### config.mk
export PLATFORM = sky130hd
export DESIGN_NAME = kmeans_centroid_updater_flat
export DESIGN_NICKNAME = d
export VERILOG_FILES = /design/src/rtl/kmeans_centroid_updater_pkg.sv /design/src/rtl/kmeans_centroid_updater_if.sv /design/src/rtl/kmeans_centroid_updater_seq_divider.sv /design/src/rtl/kmeans_centroid_updater.sv /design/src/flat_wrapper.sv
export SDC_FILE = /design/constraint.sdc
export NUM_CORES = 1
export LEC_CHECK = 0
export BUFFER_PORTS_ARGS = -buffer_cell sky130_fd_sc_hd__buf_2
export CAP_MARGIN = 20
export CORE_MARGIN = 1.5
export CORE_UTILIZATION = 55
export CTS_CLUSTER_DIAMETER = 40
export DETAILED_ROUTE_END_ITERATION = 6
export GPL_ROUTABILITY_DRIVEN = 0
export PLACE_DENSITY = 0.78
export RECOVER_POWER = 25
export REMOVE_ABC_BUFFERS = 1
export SYNTH_ARGS = -nofsm -noshare
export SYNTH_HDL_FRONTEND = slang
export SYNTH_SLANG_ARGS = --single-unit
export TNS_END_PERCENT = 1
### constraint.sdc
create_clock -name clk -period 32.6 [get_ports clk]
set_input_delay 4.89 -clock clk [delete_from_list [all_inputs] [get_ports clk]]
set_output_delay 4.89 -clock clk [all_outputs]
set_load 0.02 [all_outputs]
### src/rtl/kmeans_centroid_updater_pkg.sv
// kmeans_centroid_updater_pkg: shared k-means constants, FSM encoding and index-to-(cluster,axis) mapping
package kmeans_centroid_updater_pkg;
  localparam int K = 3;
  localparam int NJ = 3 * K;
  typedef enum logic [2:0] {IDLE, ISSUE, WAIT, WRITE, COMMIT} state_e;
  // entry j is (cluster j/3, axis j%3) in the order x0,y0,z0,x1,y1,z1,x2,y2,z2
  localparam logic [NJ-1:0][1:0] IDX_CLUSTER = {2'd2, 2'd2, 2'd2, 2'd1, 2'd1, 2'd1, 2'd0, 2'd0, 2'd0};
  localparam logic [NJ-1:0][1:0] IDX_AXIS = {2'd2, 2'd1, 2'd0, 2'd2, 2'd1, 2'd0, 2'd2, 2'd1, 2'd0};
endpackage

### src/rtl/kmeans_centroid_updater_if.sv
// kmeans_centroid_updater_if: centroid updater bus
// master drives start, sums, counts and the init write; slave returns centroids, busy and done
interface kmeans_centroid_updater_if #(parameter int SUM_W = 16, parameter int CNT_W = 5, parameter int COORD_W = 8);
  logic start, init_we, busy, done;
  logic [SUM_W-1:0] sumx0, sumy0, sumz0, sumx1, sumy1, sumz1, sumx2, sumy2, sumz2;
  logic [CNT_W-1:0] cnt0, cnt1, cnt2;
  logic [1:0] init_k;
  logic [COORD_W-1:0] init_x, init_y, init_z;
  logic [COORD_W-1:0] cx0, cy0, cz0, cx1, cy1, cz1, cx2, cy2, cz2;
  modport master(
    output start, sumx0, sumy0, sumz0, sumx1, sumy1, sumz1, sumx2, sumy2, sumz2,
    output cnt0, cnt1, cnt2, init_we, init_k, init_x, init_y, init_z,
    input cx0, cy0, cz0, cx1, cy1, cz1, cx2, cy2, cz2, busy, done
  );
  modport slave(
    input start, sumx0, sumy0, sumz0, sumx1, sumy1, sumz1, sumx2, sumy2, sumz2,
    input cnt0, cnt1, cnt2, init_we, init_k, init_x, init_y, init_z,
    output cx0, cy0, cz0, cx1, cy1, cz1, cx2, cy2, cz2, busy, done
  );
endinterface

### src/rtl/kmeans_centroid_updater_seq_divider.sv
// seq_divider: restoring unsigned divider, one quotient bit per cycle, ready pulses NW cycles after go
// ports: clk, rst, go_i (start with dividend_i), divisor_i (held stable while running), ready_o, quotient_o
module seq_divider #(parameter int NW = 16, parameter int DW = 5) (
  input  logic          clk,
  input  logic          rst,
  input  logic          go_i,
  input  logic [NW-1:0] dividend_i,
  input  logic [DW-1:0] divisor_i,
  output logic          ready_o,
  output logic [NW-1:0] quotient_o
);
  localparam int CW = $clog2(NW + 1);
  logic [DW-1:0] rem_q, rem_src, rem_d;
  logic [NW-1:0] quo_q, quo_src, quo_d;
  logic [DW:0] trial;
  logic [CW-1:0] cnt_q;
  logic ready_q, fit;
  // the go cycle already performs the first step, so NW-1 more steps follow
  always_comb begin
    rem_src = go_i ? '0 : rem_q;
    quo_src = go_i ? dividend_i : quo_q;
    trial = {rem_src, quo_src[NW-1]};
    fit = trial >= {1'b0, divisor_i};
    rem_d = fit ? DW'(trial - {1'b0, divisor_i}) : trial[DW-1:0];
    quo_d = {quo_src[NW-2:0], fit};
  end
  always_ff @(posedge clk or posedge rst)
    if (rst) begin
      rem_q <= '0;
      quo_q <= '0;
      cnt_q <= '0;
      ready_q <= 1'b0;
    end else begin
      ready_q <= 1'b0;
      if (go_i) begin
        rem_q <= rem_d;
        quo_q <= quo_d;
        cnt_q <= CW'(NW - 1);
      end else if (cnt_q != '0) begin
        rem_q <= rem_d;
        quo_q <= quo_d;
        cnt_q <= cnt_q - 1'b1;
        ready_q <= cnt_q == CW'(1);
      end
    end
  assign ready_o = ready_q;
  assign quotient_o = quo_q;
endmodule

### src/rtl/kmeans_centroid_updater.sv
// kmeans_centroid_updater: recomputes 3 centroids as saturated floor(sum/cnt), committing all 9 at once
// ports: clk, rst (async, active-high), bus (slave: start/sums/counts/init write in, centroids/busy/done out)
module kmeans_centroid_updater
  import kmeans_centroid_updater_pkg::*;
#(parameter int SUM_W = 16, parameter int CNT_W = 5, parameter int COORD_W = 8) (
  input logic clk,
  input logic rst,
  kmeans_centroid_updater_if.slave bus
);
  state_e state_q;
  logic [3:0] idx_q;
  logic busy_q, done_q, div_go, div_ready;
  logic [SUM_W-1:0] sum_q [NJ];
  logic [CNT_W-1:0] cnt_q [K];
  logic [COORD_W-1:0] shadow_q [NJ];
  logic [COORD_W-1:0] cx_q [NJ];
  logic [CNT_W-1:0] div_cnt;
  logic [SUM_W-1:0] quo;
  logic [COORD_W-1:0] quo_sat;
  // a zero count never reaches the divider; that entry keeps its old centroid
  always_comb begin
    div_cnt = cnt_q[IDX_CLUSTER[idx_q]];
    div_go = state_q == ISSUE && div_cnt != '0;
    quo_sat = |quo[SUM_W-1:COORD_W] ? '1 : quo[COORD_W-1:0];
  end
  seq_divider #(.NW(SUM_W), .DW(CNT_W)) u_div (
    .clk(clk),
    .rst(rst),
    .go_i(div_go),
    .dividend_i(sum_q[idx_q]),
    .divisor_i(div_cnt),
    .ready_o(div_ready),
    .quotient_o(quo)
  );
  always_ff @(posedge clk or posedge rst)
    if (rst) begin
      state_q <= IDLE;
      idx_q <= '0;
      busy_q <= 1'b0;
      done_q <= 1'b0;
      sum_q <= '{default: '0};
      cnt_q <= '{default: '0};
      shadow_q <= '{default: '0};
      cx_q <= '{default: '0};
    end else begin
      done_q <= 1'b0;
      case (state_q)
        IDLE:
          if (bus.start) begin
            state_q <= ISSUE;
            busy_q <= 1'b1;
            idx_q <= '0;
            sum_q <= '{bus.sumx0, bus.sumy0, bus.sumz0, bus.sumx1, bus.sumy1, bus.sumz1, bus.sumx2, bus.sumy2, bus.sumz2};
            cnt_q <= '{bus.cnt0, bus.cnt1, bus.cnt2};
            shadow_q <= cx_q;
          end else if (bus.init_we)
            // init_k=3 matches no entry and is dropped
            for (int j = 0; j < NJ; j++)
              if (IDX_CLUSTER[j] == bus.init_k)
                cx_q[j] <= IDX_AXIS[j] == 2'd0 ? bus.init_x : IDX_AXIS[j] == 2'd1 ? bus.init_y : bus.init_z;
        ISSUE: state_q <= div_cnt != '0 ? WAIT : WRITE;
        WAIT: state_q <= div_ready ? WRITE : WAIT;
        WRITE: begin
          if (div_cnt != '0) shadow_q[idx_q] <= quo_sat;
          state_q <= idx_q == 4'd8 ? COMMIT : ISSUE;
          idx_q <= idx_q == 4'd8 ? '0 : idx_q + 4'd1;
        end
        COMMIT: begin
          cx_q <= shadow_q;
          done_q <= 1'b1;
          busy_q <= 1'b0;
          state_q <= IDLE;
        end
        default: state_q <= IDLE;
      endcase
    end
  assign bus.cx0 = cx_q[0];
  assign bus.cy0 = cx_q[1];
  assign bus.cz0 = cx_q[2];
  assign bus.cx1 = cx_q[3];
  assign bus.cy1 = cx_q[4];
  assign bus.cz1 = cx_q[5];
  assign bus.cx2 = cx_q[6];
  assign bus.cy2 = cx_q[7];
  assign bus.cz2 = cx_q[8];
  assign bus.busy = busy_q;
  assign bus.done = done_q;
endmodule

### src/flat_wrapper.sv
// flat-port wrapper written by rule: the top's interface ports become plain ports
module kmeans_centroid_updater_flat import kmeans_centroid_updater_pkg::*;
#(parameter int SUM_W = 16, parameter int CNT_W = 5, parameter int COORD_W = 8)
  (clk, rst, bus_start, bus_sumx0, bus_sumy0, bus_sumz0, bus_sumx1, bus_sumy1, bus_sumz1, bus_sumx2, bus_sumy2, bus_sumz2, bus_cnt0, bus_cnt1, bus_cnt2, bus_init_we, bus_init_k, bus_init_x, bus_init_y, bus_init_z, bus_cx0, bus_cy0, bus_cz0, bus_cx1, bus_cy1, bus_cz1, bus_cx2, bus_cy2, bus_cz2, bus_busy, bus_done);
  kmeans_centroid_updater_if #(.SUM_W(SUM_W), .CNT_W(CNT_W), .COORD_W(COORD_W)) bus_i ();
  input logic clk;
  input logic rst;
  input wire logic [$bits(bus_i.start)-1:0] bus_start;
  input wire logic [$bits(bus_i.sumx0)-1:0] bus_sumx0;
  input wire logic [$bits(bus_i.sumy0)-1:0] bus_sumy0;
  input wire logic [$bits(bus_i.sumz0)-1:0] bus_sumz0;
  input wire logic [$bits(bus_i.sumx1)-1:0] bus_sumx1;
  input wire logic [$bits(bus_i.sumy1)-1:0] bus_sumy1;
  input wire logic [$bits(bus_i.sumz1)-1:0] bus_sumz1;
  input wire logic [$bits(bus_i.sumx2)-1:0] bus_sumx2;
  input wire logic [$bits(bus_i.sumy2)-1:0] bus_sumy2;
  input wire logic [$bits(bus_i.sumz2)-1:0] bus_sumz2;
  input wire logic [$bits(bus_i.cnt0)-1:0] bus_cnt0;
  input wire logic [$bits(bus_i.cnt1)-1:0] bus_cnt1;
  input wire logic [$bits(bus_i.cnt2)-1:0] bus_cnt2;
  input wire logic [$bits(bus_i.init_we)-1:0] bus_init_we;
  input wire logic [$bits(bus_i.init_k)-1:0] bus_init_k;
  input wire logic [$bits(bus_i.init_x)-1:0] bus_init_x;
  input wire logic [$bits(bus_i.init_y)-1:0] bus_init_y;
  input wire logic [$bits(bus_i.init_z)-1:0] bus_init_z;
  output wire logic [$bits(bus_i.cx0)-1:0] bus_cx0;
  output wire logic [$bits(bus_i.cy0)-1:0] bus_cy0;
  output wire logic [$bits(bus_i.cz0)-1:0] bus_cz0;
  output wire logic [$bits(bus_i.cx1)-1:0] bus_cx1;
  output wire logic [$bits(bus_i.cy1)-1:0] bus_cy1;
  output wire logic [$bits(bus_i.cz1)-1:0] bus_cz1;
  output wire logic [$bits(bus_i.cx2)-1:0] bus_cx2;
  output wire logic [$bits(bus_i.cy2)-1:0] bus_cy2;
  output wire logic [$bits(bus_i.cz2)-1:0] bus_cz2;
  output wire logic [$bits(bus_i.busy)-1:0] bus_busy;
  output wire logic [$bits(bus_i.done)-1:0] bus_done;
  assign bus_i.start = bus_start;
  assign bus_i.sumx0 = bus_sumx0;
  assign bus_i.sumy0 = bus_sumy0;
  assign bus_i.sumz0 = bus_sumz0;
  assign bus_i.sumx1 = bus_sumx1;
  assign bus_i.sumy1 = bus_sumy1;
  assign bus_i.sumz1 = bus_sumz1;
  assign bus_i.sumx2 = bus_sumx2;
  assign bus_i.sumy2 = bus_sumy2;
  assign bus_i.sumz2 = bus_sumz2;
  assign bus_i.cnt0 = bus_cnt0;
  assign bus_i.cnt1 = bus_cnt1;
  assign bus_i.cnt2 = bus_cnt2;
  assign bus_i.init_we = bus_init_we;
  assign bus_i.init_k = bus_init_k;
  assign bus_i.init_x = bus_init_x;
  assign bus_i.init_y = bus_init_y;
  assign bus_i.init_z = bus_init_z;
  assign bus_cx0 = bus_i.cx0;
  assign bus_cy0 = bus_i.cy0;
  assign bus_cz0 = bus_i.cz0;
  assign bus_cx1 = bus_i.cx1;
  assign bus_cy1 = bus_i.cy1;
  assign bus_cz1 = bus_i.cz1;
  assign bus_cx2 = bus_i.cx2;
  assign bus_cy2 = bus_i.cy2;
  assign bus_cz2 = bus_i.cz2;
  assign bus_busy = bus_i.busy;
  assign bus_done = bus_i.done;
  kmeans_centroid_updater #(.SUM_W(SUM_W), .CNT_W(CNT_W), .COORD_W(COORD_W)) u_core (.clk(clk), .rst(rst), .bus(bus_i));
endmodule
## Word level (Yosys, flattened, before mapping)

Memory sizes are Yosys's and may differ from the RTL's.
Index checks and enable logic that the tools add are counted.

| operators by class | value |
|---|---|
| muxes and demuxes | 48 |
| equal/unequal tests | 15 |
| add/subtract/negate cells | 3 |
| order comparisons | 5 |
| reductions and logical operators | 17 |
| bitwise operators | 2 |

Operators by type and width:

| kind | number |
|---|---|
| 72-bit 2-to-1 mux | 4 |
| 72-bit case mux with 2 select lines | 2 |
| 8-bit 2-to-1 mux | 11 |
| 16-bit 2-to-1 mux | 5 |
| 72-bit bitwise mux | 1 |
| 16-bit binary-select mux with 4-bit select | 1 |
| 5-bit 2-to-1 mux | 8 |
| 8-bit demux with 4-bit select | 1 |
| 3-bit case mux with 4 select lines | 1 |
| 4-bit AND reduction | 3 |
| 5-bit binary-select mux with 2-bit select | 1 |
| 5-bit nonzero test | 2 |
| 4-bit 2-to-1 mux | 2 |
| 2-bit by 1-bit != test with 1-bit output (second input constant) | 4 |
| 4-bit case mux with 2 select lines | 1 |
| 8-bit OR reduction | 1 |
| 3-bit by 2-bit == test with 1-bit output (second input constant) | 2 |
| 6-bit by 5-bit greater-or-equal comparator with 1-bit output | 1 |
| 1-bit 2-to-1 mux | 6 |
| 3-bit 2-to-1 mux | 2 |
| 2-bit != test (second input constant) | 3 |
| 2-bit AND reduction | 3 |
| 2-bit nonzero test | 3 |
| 5-bit by 1-bit == test with 1-bit output (second input constant) | 1 |
| 20 further kinds | 21 |

| word-level totals | value |
|---|---|
| bits in read-only memories | 32 |
| word-level logic and storage cells | 129 |
| bits in registers | 339 |
| bits of input ports | 189 |
| memories kept | 1 |

Memories:

| memory | words | bits a word | rd ports | clocked after Yosys merged registers in | wr ports | RTL line | RTL |
|---|---|---|---|---|---|---|---|
| (name not given) | 16 | 2 | 1 | 0 | 0 | kmeans_centroid_updater.sv:22 | `div_cnt = cnt_q[IDX_CLUSTER[idx_q]];` |

## Depth between registers and ports, before layout

| logic depth | value |
|---|---|
| word-level depth | 13 |
| gate-level depth with buffers | 17 |
| depth with buffers taken out | 14 |

## Hierarchy

From an unflattened synthesis, not the netlist that was laid out.

| unflattened totals | value |
|---|---|
| cells, all modules | 1,741 |
| area, all modules | 15,874.0 um^2 |

Modules (own cells, without submodules):

| module | cells an instance | area each (um^2) | seq. area each (um^2) | times used |
|---|---|---|---|---|
| kmeans_centroid_updater | 1,594 | 14,403.8 | 7,807.5 | 1 |
| seq_divider | 147 | 1,470.2 | 675.6 | 1 |

## Least setup slack after synthesis

Ideal clock, no wire load.

| timing path | value |
|---|---|
| path type | in2reg |
| start | input bus_start |
| end | register u_core.cx_q (netlist bit u_core.bus.cx2[0]) |
| buffers on the path | 1 |
| arrival time | 5,995 ps |
| data required time | 32,534 ps |
| slack | 26,539 ps |
| stages | 6 |
| cell sequence | nor4bb_1 -> o21ai_1 -> nor2_1 -> clkbuf_1 -> nand2_1 -> nand2_1 |

| between the ends | value |
|---|---|
| cells in the longest elaborated chain, start to end | 2 |

Ends and longest elaborated chain:

| what | RTL line | RTL |
|---|---|---|
| start, declared | flat_wrapper.sv:8 | `input wire logic [$bits(bus_i.start)-1:0] bus_start;` |
| 2-bit != test (no line) | - |  |
| 4-bit AND reduction (no line) | - |  |
| end signal, assigned by index | kmeans_centroid_updater.sv:60 | `cx_q[j] <= IDX_AXIS[j] == 2'd0 ? bus.init_x : IDX_AXIS[j] == 2'd1 ? bus.init_y : bus.init_z;` |
| end signal, assigned | kmeans_centroid_updater.sv:69 | `cx_q <= shadow_q;` |
| end, declared | kmeans_centroid_updater.sv:16 | `logic [COORD_W-1:0] cx_q [NJ];` |

No other way between the ends.
A chain may end at the register's enable or synchronous reset.

==> flow_summary.yaml <==
outcome:
  status: "complete, but fails checks"
  failed_checks: "capacitance limit, slew limit"
synth:
  syn_area_um2: 16200
  ys_ff_latch: 339
  ys_types: 56
  synth_flop_cell: "dfrtp_1"
  synth_cells: 1733
  yosysTopAreaCellShare: 0.525
  yosys_warnings: 0
  syn_avg_cell_area_um2: 9.33
  synth.largest_area_cell: "dfrtp_1"
  synth_edf_count: 0
  synth_area_leaders: "dfrtp_1 (52%), nand2_1 (16%), mux2_4 (5.9%)"
  synthArstFlopShare: 1.00
  ys_seq_area_frac: 0.525
worst_setup_path:
  cp_top_family: "buffers and inverters"
  worstPathArrival_ps: 12030
  crit_buf_inv: 5
  worstRegToRegCells: 15
  cp_cell_sequence: "buf_2 -> clkinvlp_2 -> clkbuf_1 -> clkbuf_1 -> buf_4"
  crit_path_top_delay_cell: "clkbuf_1"
  required_ps: 33120
  cp-start-kind: "input pin"
  critPathKind: "input pin to asynchronous set/reset pin"
  end_kind: "asynchronous set/reset pin"
  cp_max_fo: 108
  crit_cells: 5
  slowest_delay_ps: 2750
  crit_top_cell: "clkbuf_1"
sta:
  min_period_over_period: 0.353
  fin_tns_setup_ps: 0
  rsz0062_at_grt: "false"
  min_period_ps: 11510
  worst_pin_slew_ps: 4720
  maxSlewHeadroom: -2.16
  setup_ws_ps: 21090
  setup_viol: 0
  maxSlewViolCount: 507
  timing.fmax_ghz: 0.0869
  skew_ps: 28.8
  final_hold_viol_count: 0
floorplanning:
  io_pins: 263
  core_area_um2: 28900
  start_util: 0.560
  fp.dieH_um: 174
  die_w_um: 174
  dieArea_um2: 30400
  rows: 62
run:
  maxCapViolCount: 8
global_routing:
  grt_start_max_net_pins: 109
  grt.total_usage: 0.289
  grt_pass1_vias: 13600
  antenna_found_initial: 0
  grt_pass1_wl_mm: 70.2
  grt-ovfl-total: 0
clock_tree:
  post_cts_resized: 0
  cts_max_level: 2
  clk_pin_slew_ps: 60
  cts-buffers-inserted: 44
  cts_hold_buf: 0
  root_buffer: "clkbuf_16"
  clk-insertion-delay-late_ps: 550
  postCtsSetupBuffers: 0
  cts_max_path_buffers: 3
  cts_tree: "built"
  cts_sinks: 339
place:
  place_hpwl_mm: 28.0
  io_buffer_count: 262
  place_ws_ps: 24780
routing:
  drt_pass1_iterations: 5
  wire_per_inst_um: 18.3
  drt_iter0_markers: 1206
  wirelength_mm: 43.3
  route.vias.total: 13500
  drt-vias-per-instance: 5.69
  drc: 0
  ant_nets: 0
layout:
  drive_gt1_frac: 0.228
  n_antenna_cell: 0
  final_common_cell: "nand2_1"
  layout.nets: 2154
  area_delta_synth_final_pct: 18.6
  layout_common_cells: "nand2_1 (704), dfrtp_1 (337), buf_2 (261)"
  fillers: 2315
  utilization: 0.664
power_and_ir_drop:
  peakVddDrop_mv: 0.0572
  finalPower_mw: 2.05
  leakage_nw: 9.73
  power_density_nw_per_um2: 107
min_path:
  hold_class: "flip-flop to flip-flop"
  min_path_cells: 2
==> where the power goes <==
part | internal [mW] | switching [mW] | total, mW
sequential | 0.616 | 0.138 | 0.755
combinational | 0.343 | 0.459 | 0.801
clock | 0.303 | 0.192 | 0.496
total | 1.26 | 0.789 | 2.05
==> worst min-delay path, cell delays in order (launching register included) <==
cell	delay (ps)
dfrtp_1	340
nand2_1	50
nand2_1	50
==> cell usage after synthesis, types with 5 or more instances <==
| master | instances |
|---|---|
| o21ai_4 | 8 |
| nand2_1 | 704 |
| buf_1 | 14 |
| nor2_1 | 34 |
| o22ai_1 | 15 |
| o21ai_0 | 133 |
| clkbuf_1 | 74 |
| nand3b_1 | 5 |
| ha_1 | 12 |
| a22oi_1 | 26 |
| and2_1 | 7 |
| mux2i_1 | 40 |
| a32oi_1 | 16 |
| nor4_1 | 5 |
| nor3_1 | 9 |
| mux2_4 | 64 |
| dfrtp_1 | 339 |
| nor2b_1 | 25 |
| buf_2 | 17 |
| nand3_1 | 5 |
| inv_1 | 11 |
| a2bb2oi_1 | 23 |
| a21oi_1 | 81 |
| mux4_2 | 15 |
==> path summary, 6_finish.rpt <==
path | slack (ps) | end | start
worst max-delay path | 21090 | u_core.sum_q[76] | rst
worst min-delay path | 470 | u_core.sum_q[125] | u_core.sum_q[125]
worst max register to register | 24780 | u_core.u_div.rem_q[3] | u_core.idx_q[0]
worst min register to register | 470 | u_core.sum_q[125] | u_core.sum_q[125]
max in group clk | 24350 | u_core.sum_q[106] | bus_start
min in group asynchronous | 5810 | u_core.cnt_q[5] | rst
==> layer usage <==
layer | vias to the layer above | track usage | part of all wire
li1 | 6259 | - | -
met1 | 6558 | 0.390 | 0.42
met2 | 569 | 0.467 | 0.48
met3 | 103 | 0.0486 | 0.069
met4 | 0 | 0.114 | 0.033
met5 | - | 0 | 0
==> logic make-up (layout without fill, tap and decap cells) <==
logic type | Yosys count | in the layout | synth area share
simple gates | 810 | 810 | 0.201
flops | 339 | 339 | 0.525
compound gates | 324 | 324 | 0.124
mux | 121 | 121 | 0.106
buf+inv | 120 | 373 | 0.0306
fa+ha+maj | 13 | 13 | 0.0105
xor+xnor | 6 | 6 | 0.00325
==> state kept, by name (all words and copies together), names as in the netlist, 15 cells and up <==
register / cells
u_core.sum_q: 144
u_core.shadow_q: 72
u_core.u_div.quotient_o: 16
u_core.cnt_q: 15
==> layout make-up <==
| class | instances | area (µm²) | area share |
|---|---|---|---|
| sequential | 339 | 8490 | 0.443 |
| multi-input combinational | 1274 | 7210 | 0.376 |
| timing repair buffer | 281 | 1430 | 0.0748 |
| clock buffer | 52 | 1180 | 0.0616 |
| tap | 384 | 480 | 0.0251 |
| clock inverter | 28 | 338 | 0.0176 |
| inverter | 12 | 46.3 | 0.00241 |
==> metrics by stage <==
stage | area, µm² | std cells | hold slack, ps
final | 19200 | 2370 | 470
after global routing | 19200 | 2370 | 491
after CTS | 19200 | 2368 | 473
after detailed placement | 17700 | 2288 | 459
after global placement | 17700 | 2288 | 452
after floorplan | 15700 | 1625 | 440
Note: power is estimated with default switching activity, not from simulation.
